==> config.mk <==
export PLATFORM = sky130hd
export DESIGN_NAME = mem_wb_stage
export DESIGN_NICKNAME = d
export VERILOG_FILES = /design/src/rtl/mem_wb_stage_pkg.sv /design/src/rtl/mem_wb_stage_load_align.sv /design/src/rtl/mem_wb_stage.sv
export SDC_FILE = /design/constraint.sdc
export NUM_CORES = 1
export LEC_CHECK = 0
export ABC_AREA = 1
export CAP_MARGIN = 20
export CORE_MARGIN = 1.5
export CORE_UTILIZATION = 45
export DETAILED_ROUTE_END_ITERATION = 8
export HOLD_SLACK_MARGIN = 0.06
export PLACE_DENSITY = 0.78
export SYNTH_ARGS = -nofsm -noshare
export SYNTH_HDL_FRONTEND = slang
export SYNTH_HIERARCHICAL = 1
export SYNTH_SLANG_ARGS = --single-unit
==> constraint.sdc <==
create_clock -name clk -period 2.75 [get_ports clk]
set_clock_uncertainty 0.2 [all_clocks]
set_input_delay 0.55 -clock clk [delete_from_list [all_inputs] [get_ports clk]]
set_output_delay 0.55 -clock clk [all_outputs]
set_load 0.01 [all_outputs]
==> src/rtl/mem_wb_stage_pkg.sv <==
// Shared types and constants for the MEM/WB stage.
// Load-op encodings, FSM state encoding, bus widths.
package mem_wb_stage_pkg;

  localparam int REG_BUS      = 32;
  localparam int REG_ADDR_BUS = 5;

  localparam logic [REG_BUS-1:0] ZERO_WORD = '0;

  localparam logic [2:0] LD_LB  = 3'd0;
  localparam logic [2:0] LD_LBU = 3'd1;
  localparam logic [2:0] LD_LH  = 3'd2;
  localparam logic [2:0] LD_LHU = 3'd3;
  localparam logic [2:0] LD_LW  = 3'd4;

  typedef enum logic [1:0] {
    S_IDLE  = 2'd0,
    S_WAIT  = 2'd1,
    S_WRITE = 2'd2
  } state_e;

endpackage

==> src/rtl/mem_wb_stage_load_align.sv <==
// Load data aligner: picks byte/half/word from a raw
// little-endian word and sign- or zero-extends it.
// Ports: i_load_op, i_addr_lo, i_word in; o_word out.
module mem_wb_stage_load_align
  import mem_wb_stage_pkg::*;
#(
  parameter int DATA_W = REG_BUS
) (
  input  logic [2:0]        i_load_op,
  input  logic [1:0]        i_addr_lo,
  input  logic [DATA_W-1:0] i_word,
  output logic [DATA_W-1:0] o_word
);

  logic [7:0]  w_byte;
  logic [15:0] w_half;

  always_comb begin
    w_byte = i_word[7:0];
    unique case (i_addr_lo)
      2'd0: w_byte = i_word[7:0];
      2'd1: w_byte = i_word[15:8];
      2'd2: w_byte = i_word[23:16];
      2'd3: w_byte = i_word[31:24];
      default: w_byte = i_word[7:0];
    endcase
  end

  // addr_lo[0] deliberately ignored for halfwords.
  assign w_half = i_addr_lo[1] ? i_word[31:16]
                               : i_word[15:0];

  always_comb begin
    o_word = i_word;
    unique case (1'b1)
      (i_load_op == LD_LB):
        o_word = {{(DATA_W-8){w_byte[7]}}, w_byte};
      (i_load_op == LD_LBU):
        o_word = {{(DATA_W-8){1'b0}}, w_byte};
      (i_load_op == LD_LH):
        o_word = {{(DATA_W-16){w_half[15]}}, w_half};
      (i_load_op == LD_LHU):
        o_word = {{(DATA_W-16){1'b0}}, w_half};
      default:
        o_word = i_word;
    endcase
  end

endmodule

==> src/rtl/mem_wb_stage.sv <==
// MEM/WB stage: holds one instruction, waits for load data,
// aligns it and drives the regfile write port (also the
// forwarding source). load_pending lets ID stall.
// Ports: clk, rst (async, active-low); MEM offer
// (mem_valid/mem_ready + fields); dmem_data_ok/dmem_rdata;
// flush; wb_we/wb_waddr/wb_wdata; load_pending.
module mem_wb_stage
  import mem_wb_stage_pkg::*;
#(
  parameter int DATA_W = REG_BUS,
  parameter int ADDR_W = REG_ADDR_BUS
) (
  input  logic              clk,
  input  logic              rst,
  input  logic              mem_valid,
  output logic              mem_ready,
  input  logic              mem_wreg,
  input  logic [ADDR_W-1:0] mem_waddr,
  input  logic [DATA_W-1:0] mem_wdata,
  input  logic              mem_is_load,
  input  logic [2:0]        mem_load_op,
  input  logic [1:0]        mem_addr_lo,
  input  logic              dmem_data_ok,
  input  logic [DATA_W-1:0] dmem_rdata,
  input  logic              flush,
  output logic              wb_we,
  output logic [ADDR_W-1:0] wb_waddr,
  output logic [DATA_W-1:0] wb_wdata,
  output logic              load_pending
);

  state_e r_state;
  state_e w_state_nxt;
  logic   r_drop;
  logic   w_drop_nxt;

  logic              r_wreg;
  logic [ADDR_W-1:0] r_waddr;
  logic [2:0]        r_load_op;
  logic [1:0]        r_addr_lo;
  logic [DATA_W-1:0] r_wdata;

  logic              w_wait;
  logic              w_xfer;
  logic              w_ok;
  logic [2:0]        w_al_op;
  logic [1:0]        w_al_lo;
  logic [DATA_W-1:0] w_aligned;

  assign w_wait = (r_state == S_WAIT);
  assign w_xfer = mem_valid & mem_ready;
  // A return while drop is set belongs to a flushed load.
  assign w_ok   = dmem_data_ok & ~r_drop;

  // In WAIT the held load is aligned; otherwise the offer.
  assign w_al_op = w_wait ? r_load_op : mem_load_op;
  assign w_al_lo = w_wait ? r_addr_lo : mem_addr_lo;

  mem_wb_stage_load_align #(
    .DATA_W (DATA_W)
  ) u_align (
    .i_load_op (w_al_op),
    .i_addr_lo (w_al_lo),
    .i_word    (dmem_rdata),
    .o_word    (w_aligned)
  );

  always_ff @(posedge clk or negedge rst) begin
    if (!rst) begin
      r_state <= S_IDLE;
      r_drop  <= 1'b0;
    end else begin
      r_state <= w_state_nxt;
      r_drop  <= w_drop_nxt;
    end
  end

  always_comb begin
    w_state_nxt = S_IDLE;
    w_drop_nxt  = r_drop;
    if (dmem_data_ok && r_drop)
      w_drop_nxt = 1'b0;
    unique case (r_state)
      S_WAIT: begin
        if (flush) begin
          w_state_nxt = S_IDLE;
          // A same-cycle return is taken as the stale one.
          w_drop_nxt  = r_drop | ~dmem_data_ok;
        end else if (w_ok) begin
          w_state_nxt = S_WRITE;
        end else begin
          w_state_nxt = S_WAIT;
        end
      end
      default: begin
        if (w_xfer)
          w_state_nxt = (mem_is_load && !w_ok) ? S_WAIT
                                               : S_WRITE;
        else
          w_state_nxt = S_IDLE;
      end
    endcase
  end

  always_comb begin
    mem_ready    = ~w_wait & ~flush;
    load_pending = w_wait;
    wb_we        = (r_state == S_WRITE) & r_wreg &
                   (r_waddr != '0);
  end

  assign wb_waddr = r_waddr;
  assign wb_wdata = r_wdata;

  always_ff @(posedge clk or negedge rst) begin
    if (!rst) begin
      r_wreg    <= 1'b0;
      r_waddr   <= '0;
      r_load_op <= 3'd0;
      r_addr_lo <= 2'd0;
      r_wdata   <= ZERO_WORD;
    end else if (w_xfer) begin
      r_wreg    <= mem_wreg;
      r_waddr   <= mem_waddr;
      r_load_op <= mem_load_op;
      r_addr_lo <= mem_addr_lo;
      if (!mem_is_load)
        r_wdata <= mem_wdata;
      else if (w_ok)
        r_wdata <= w_aligned;
    end else if (w_wait && !flush && w_ok) begin
      r_wdata <= w_aligned;
    end
  end

endmodule

======== Word-level counts from Yosys, hierarchy flattened ========
Cells that the tools add are included.
Widths: inputs -> output; s select.
cells by class
  equality and inequality tests ........... 9
  mux-type cells .......................... 17
  bitwise logic cells ..................... 10
  reductions and logical operators ........ 11
operators by type and width
  kind                number
  $mux 32             4
  $pmux 32 s4         1
  $pmux 8 s4          1
  $mux 16             1
  $mux 2              6
  $eq 2x2->1 const B  3
  $eq 3x2->1 const B  2
  $and 1x1->1         5
  $reduce_bool 5->1   1
  $eq 2x1->1 const B  2
  $logic_and 1x1->1   4
  $not 1->1           4
  $eq 3x1->1 const B  1
  $logic_not 3->1     1
  $mux 1              3
  $mux 3              1
  $ne 3x2->1 const B  1
  $logic_not 1->1     2
  $logic_not 2->1     1
  $reduce_and 2->1    1
  $reduce_bool 2->1   1
  $or 1x1->1          1
word-level totals
  register bits ........................... 46

======== Longest topological paths before layout ========
  depth after elaboration ................. 8
  mapped depth ............................ 21
  depth with buffers taken out ............ 18

======== By module ========
Netlist, hierarchy kept.
by module, submodules not included
  module                   times used  cells an instance  area an instance (sq um)  seq. area each (sq um)
  mem_wb_stage             1           430                2778.9                    1151.1
  mem_wb_stage_load_align  1           168                980.9                     0.0

======== Worst setup path after synthesis ========
Ideal clock, no wire load.
  path kind ............................... register to register
  start ................................... register r_state[1]
  end ..................................... register r_wdata[12], in the netlist wb_wdata[12]
  setup time .............................. 0.117 ns
  arrival time ............................ 2.148 ns
  slack ................................... 0.285 ns
  cell stages (with the launch flop) ...... 19
  path buffers ............................ 3
  period minus slack after synthesis ...... 2.465 ns
  cells stage by stage .................... dfrtp_1 inv_2 nand2_1 inv_2 clkbuf_1 o21ai_0 buf_6 clkinv_4 nand2_4 or2_4 nand3_4 buf_12 nand3_2 nand2_1 nand2_1 nand3_1 nand2_1 nand2_1 nand2_1
between the ends
  word-level cells in the longest chain between the ends .. 8
  elaborated cells on any way between the ends .. 26
  those cells by class .................... 8 x eq/ne; 9 x mux; 3 x bitwise; 6 x reduce/logical
RTL lines
  item                                      RTL line                       source
  from (decl)                               mem_wb_stage.sv:32             state_e r_state;
  from (signal assigned)                    mem_wb_stage.sv:73             r_state <= w_state_nxt;
  $eq 2x1->1 (*)                            mem_wb_stage.sv:50             assign w_wait = (r_state == S_WAIT);
  via load_pending                          mem_wb_stage.sv:29             output logic load_pending
  $mux 2 (*)                                mem_wb_stage.sv:57             assign w_al_lo = w_wait ? r_addr_lo : mem_addr_lo;
  via w_al_lo[0]                            mem_wb_stage.sv:47             logic [1:0] w_al_lo;
  $eq 2x2->1, or another cell as far along  mem_wb_stage_load_align.sv:20  unique case (i_addr_lo)
  $pmux 8 s4 (*)                            mem_wb_stage_load_align.sv:20
  $pmux 32 s4 (*)                           mem_wb_stage_load_align.sv:35  unique case (1'b1)
  via w_aligned[12]                         mem_wb_stage.sv:48             logic [DATA_W-1:0] w_aligned;
  $mux 32                                   mem_wb_stage.sv:129            else if (w_ok)
  $mux 32                                   mem_wb_stage.sv:127            if (!mem_is_load)
  $mux 32 (*)                               mem_wb_stage.sv:122            end else if (w_xfer) begin
  to (signal assigned)                      mem_wb_stage.sv:128            r_wdata <= mem_wdata;
  to (signal assigned)                      mem_wb_stage.sv:130            r_wdata <= w_aligned;
  to (signal assigned)                      mem_wb_stage.sv:132            r_wdata <= w_aligned;
  to (decl)                                 mem_wb_stage.sv:41             logic [DATA_W-1:0] r_wdata;
The timed path passes the listed nets; every way through them passes the cells marked *. The select of a mux whose other input is x is not followed.
A chain may end at the register's enable or synchronous reset.

======== Final worst setup path ========
  start ................................... input port mem_addr_lo[1]
  end ..................................... register r_wdata[24], in the netlist wb_wdata[24]
between the ends
  word-level cells in the longest chain between the ends .. 7
  elaborated cells on any way between the ends .. 12
  those cells by class .................... 3 x eq/ne; 8 x mux; 1 x reduce/logical
RTL lines
  item                                      RTL line                       source
  from (decl)                               mem_wb_stage.sv:22             input logic [1:0] mem_addr_lo,
  $mux 2 (*)                                mem_wb_stage.sv:57
  via w_al_lo[1]                            mem_wb_stage.sv:47
  $eq 2x2->1, or another cell as far along  mem_wb_stage_load_align.sv:20
  $pmux 8 s4                                mem_wb_stage_load_align.sv:20
  $pmux 32 s4 (*)                           mem_wb_stage_load_align.sv:35
  via w_aligned[24]                         mem_wb_stage.sv:48
  $mux 32                                   mem_wb_stage.sv:129
  $mux 32                                   mem_wb_stage.sv:127
  $mux 32 (*)                               mem_wb_stage.sv:122
Marks and branches as above.

==> qor.yml <==
outcome:
  outcome: "completed"
final_layout:
  fillers: 756
  area_delta_synth_final_pct: 41.0
  postLayoutCoreUtil_pct: 65.2
  drive_above_1_share_pct: 12.3
  fin_nets: 804
  n_antenna_cell: 0
cts:
  cts.sinks: 46
  cts_buffers: 5
  clockBufferDepth: 2
  clkTransAtPathRegs_ns: 0.09
  ctsHoldBuffers: 0
  cts_tree: "built"
  worstSkewPairLatency_ns: 0.31
  ctsHtreeMaxLevel: 2
  root_buffer: "clkbuf_8"
synthesis:
  yosys_most_used_dff: "dfrtp_1"
  async_flop_share_pct: 100
  ys_top_cells_by_area: "dfrtp_1 (31%), nand2_1 (30%), nand3_1 (11%), nand3_2 (5.6%), o21ai_0 (4.5%)"
  synthTopCellsByCount: "nand2_1 (298), nand3_1 (84), dfrtp_1 (46)"
  synth.avg_cell_area_um2: 6.29
  synth.top_cell.area_share_pct: 30.6
  synth_nets: 679
  synth_seq_cells: 46
  synth_edf_count: 0
  syn-instance-count: 598
  ys_warn_count: 6
  yosysSeqAreaShare_pct: 30.6
  synth_area_um2: 3760
  yosys.area.top_type: "dfrtp_1"
  yosysUniqueCellTypes: 31
  synth.most_common_cell: "nand2_1"
die:
  num_rows: 33
  die_y_um: 94.4
  ios: 121
  dieWidth_um: 94.4
  dieArea_um2: 8910
  core-area_um2: 8130
  initial_utilization_pct: 46.2
pwr:
  seqPwrFrac_pct: 35.5
  power_density_nw_per_um2: 475
  swShare_pct: 34.9
  leakage_nw: 2.80
  power_frac_comb_pct: 43.6
  ir_worst_vdd_mv: 0.327
  intPower_mw: 1.64
  netSwitchingPower_mw: 0.878
  pwr-share-clk_pct: 20.9
timing:
  post-route-min-period_ns: 2.62
  setup_viol: 0
  clock.fmax_mhz: 381
  post-route-period-util_pct: 95.3
  fin_ws_ns: 0.129
  finalHoldViolCount: 0
  final_max_slew_viol_count: 0
  slew_headroom_pct: 60.4
  worst_pin_slew_ns: 0.595
setup_path:
  arrival_ns: 2.62
  cp_max_fo: 25
  crit_path_start_kind: "primary input"
  worstSetupPathType: "in -> reg"
  crit_start: "mem_addr_lo[1]"
  critPathRequiredTime_ns: 2.75
  critPathCaptureType: "register"
  reg2reg_from: "r_state[0]"
routing:
  drt_iter0_drc: 321
  drtPass1Iterations: 5
  drtAntennaViolNets: 0
  vias: 4474
  drt_wl_total_um: 12400
  vias_per_cell: 5.40
  drc_errors: 0
  wire_per_inst_um: 14.9
global_route:
  grt_usage_pct: 27.7
  antenna_found_initial: 0
  grt_pass1_vias: 3993
  grt_pass1_wl_um: 19300
  grt.overflow.total: 0
  grt_max_degree: 47
place:
  place_ws_ns: -0.193
  globalplace.congestion: 0.865
  io_buffers: 120
  place_hpwl_um: 9080
flow_run:
  maxCapViolations: 0
worst_hold_path:
  min_path_type: "in -> async"
flip-flops by register name, summed over array words and instances (netlist names):
name	cells
wb_waddr	5
r_wreg	1
r_drop	1
r_state	2
r_load_op	3
r_addr_lo	2
wb_wdata	32
metal layers:
metal  wire length, um  GRT usage (%)
met1              5410           38.3
met2              5830           45.4
met3               861           3.78
met4               257           7.34
met5                 0              0
critical path, cell delays in order:
cell and delay [ns]:
clkdlybuf4s50_1 0.45, inv_1 0.05, o21ai_1 0.23, buf_12 0.21
inv_6 0.07, or2_4 0.24, nand3_4 0.16, buf_4 0.16
nand3_2 0.08, nand2_1 0.08, nand2_1 0.05, nand3_1 0.07
nand2_1 0.07, nand2_1 0.07, nand2_1 0.06
power by group through the flow:
stage / registers, mW / logic [mW] / clock network [mW]
3_3_place_gp: 0.900 / 1.07 / 0
2_1_floorplan: 0.951 / 0.495 / 0
6_report: 0.893 / 1.10 / 0.527
5_1_grt: 0.909 / 1.21 / 0.563
4_1_cts: 0.892 / 1.08 / 0.534
3_5_place_dp: 0.903 / 1.08 / 0
cells by family (layout without fill, tap and decap cells):
family          Yosys count  count (layout)  share of synthesized area (%)
compound gates           53              53                           7.52
flops                    46              46                           30.6
simple gates            436             436                           52.3
buf+inv                  63             189                           9.55
what timing repair did:
action | CTS | global route
resized for setup | 0 | 3
endpoints found under the setup margin | 0 | 23
buffers inserted | 0 | 10
cells in the final DEF, fill, tap and decap left out, types with 3 or more instances in the layout:
cell type	synthesis	final
inv_1	16	16
o22ai_1	3	3
buf_4	6	34
a21oi_1	7	7
nand3_2	21	21
dfrtp_1	46	46
nor2_1	20	20
nand2_1	298	297
buf_12	2	5
o21ai_0	34	32
o21ai_1	4	5
clkdlybuf4s50_1	0	119
o211ai_1	4	4
nand3_1	84	84
clkbuf_8	0	5
final timing paths:
check	depth (start not counted)	slack, ns	end
max in group asynchronous	2	1.82	wb_wdata[31]
min in group clk	2	0.29	r_load_op[1]
min reg2reg	2	0.29	r_load_op[1]
max	15	0.13	wb_wdata[24]
min	2	0.13	wb_wdata[5]
max reg2reg	15	0.20	wb_wdata[24]
layout make-up:
cell class                      instances  area, um2  area share [%]
Sequential cell                        46       1150            21.7
Inverter                               22        100            1.89
Multi-Input combinational cell        489       2260            42.5
Clock buffer                            5       68.8            1.30
Tap cell                              105        131            2.48
Clock inverter                          3       43.8           0.826
Timing Repair Buffer                  159       1550            29.3
stage by stage:
stage / std cells / setup TNS, ns / total power [mW] / hold WS, ns / cell area, um2
2_1_floorplan: 598 / 0 / 1.45 / 0.0544 / 3760
5_1_grt: 829 / -0.00241 / 2.68 / 0.178 / 5300
3_5_place_dp: 811 / -2.34 / 1.98 / 0.274 / 5090
6_report: 829 / 0 / 2.52 / 0.126 / 5300
4_1_cts: 819 / 0 / 2.51 / 0.140 / 5210
3_3_place_gp: 811 / -1.73 / 1.97 / 0.267 / 5090
No activity file was read; power rests on OpenSTA's default activity.
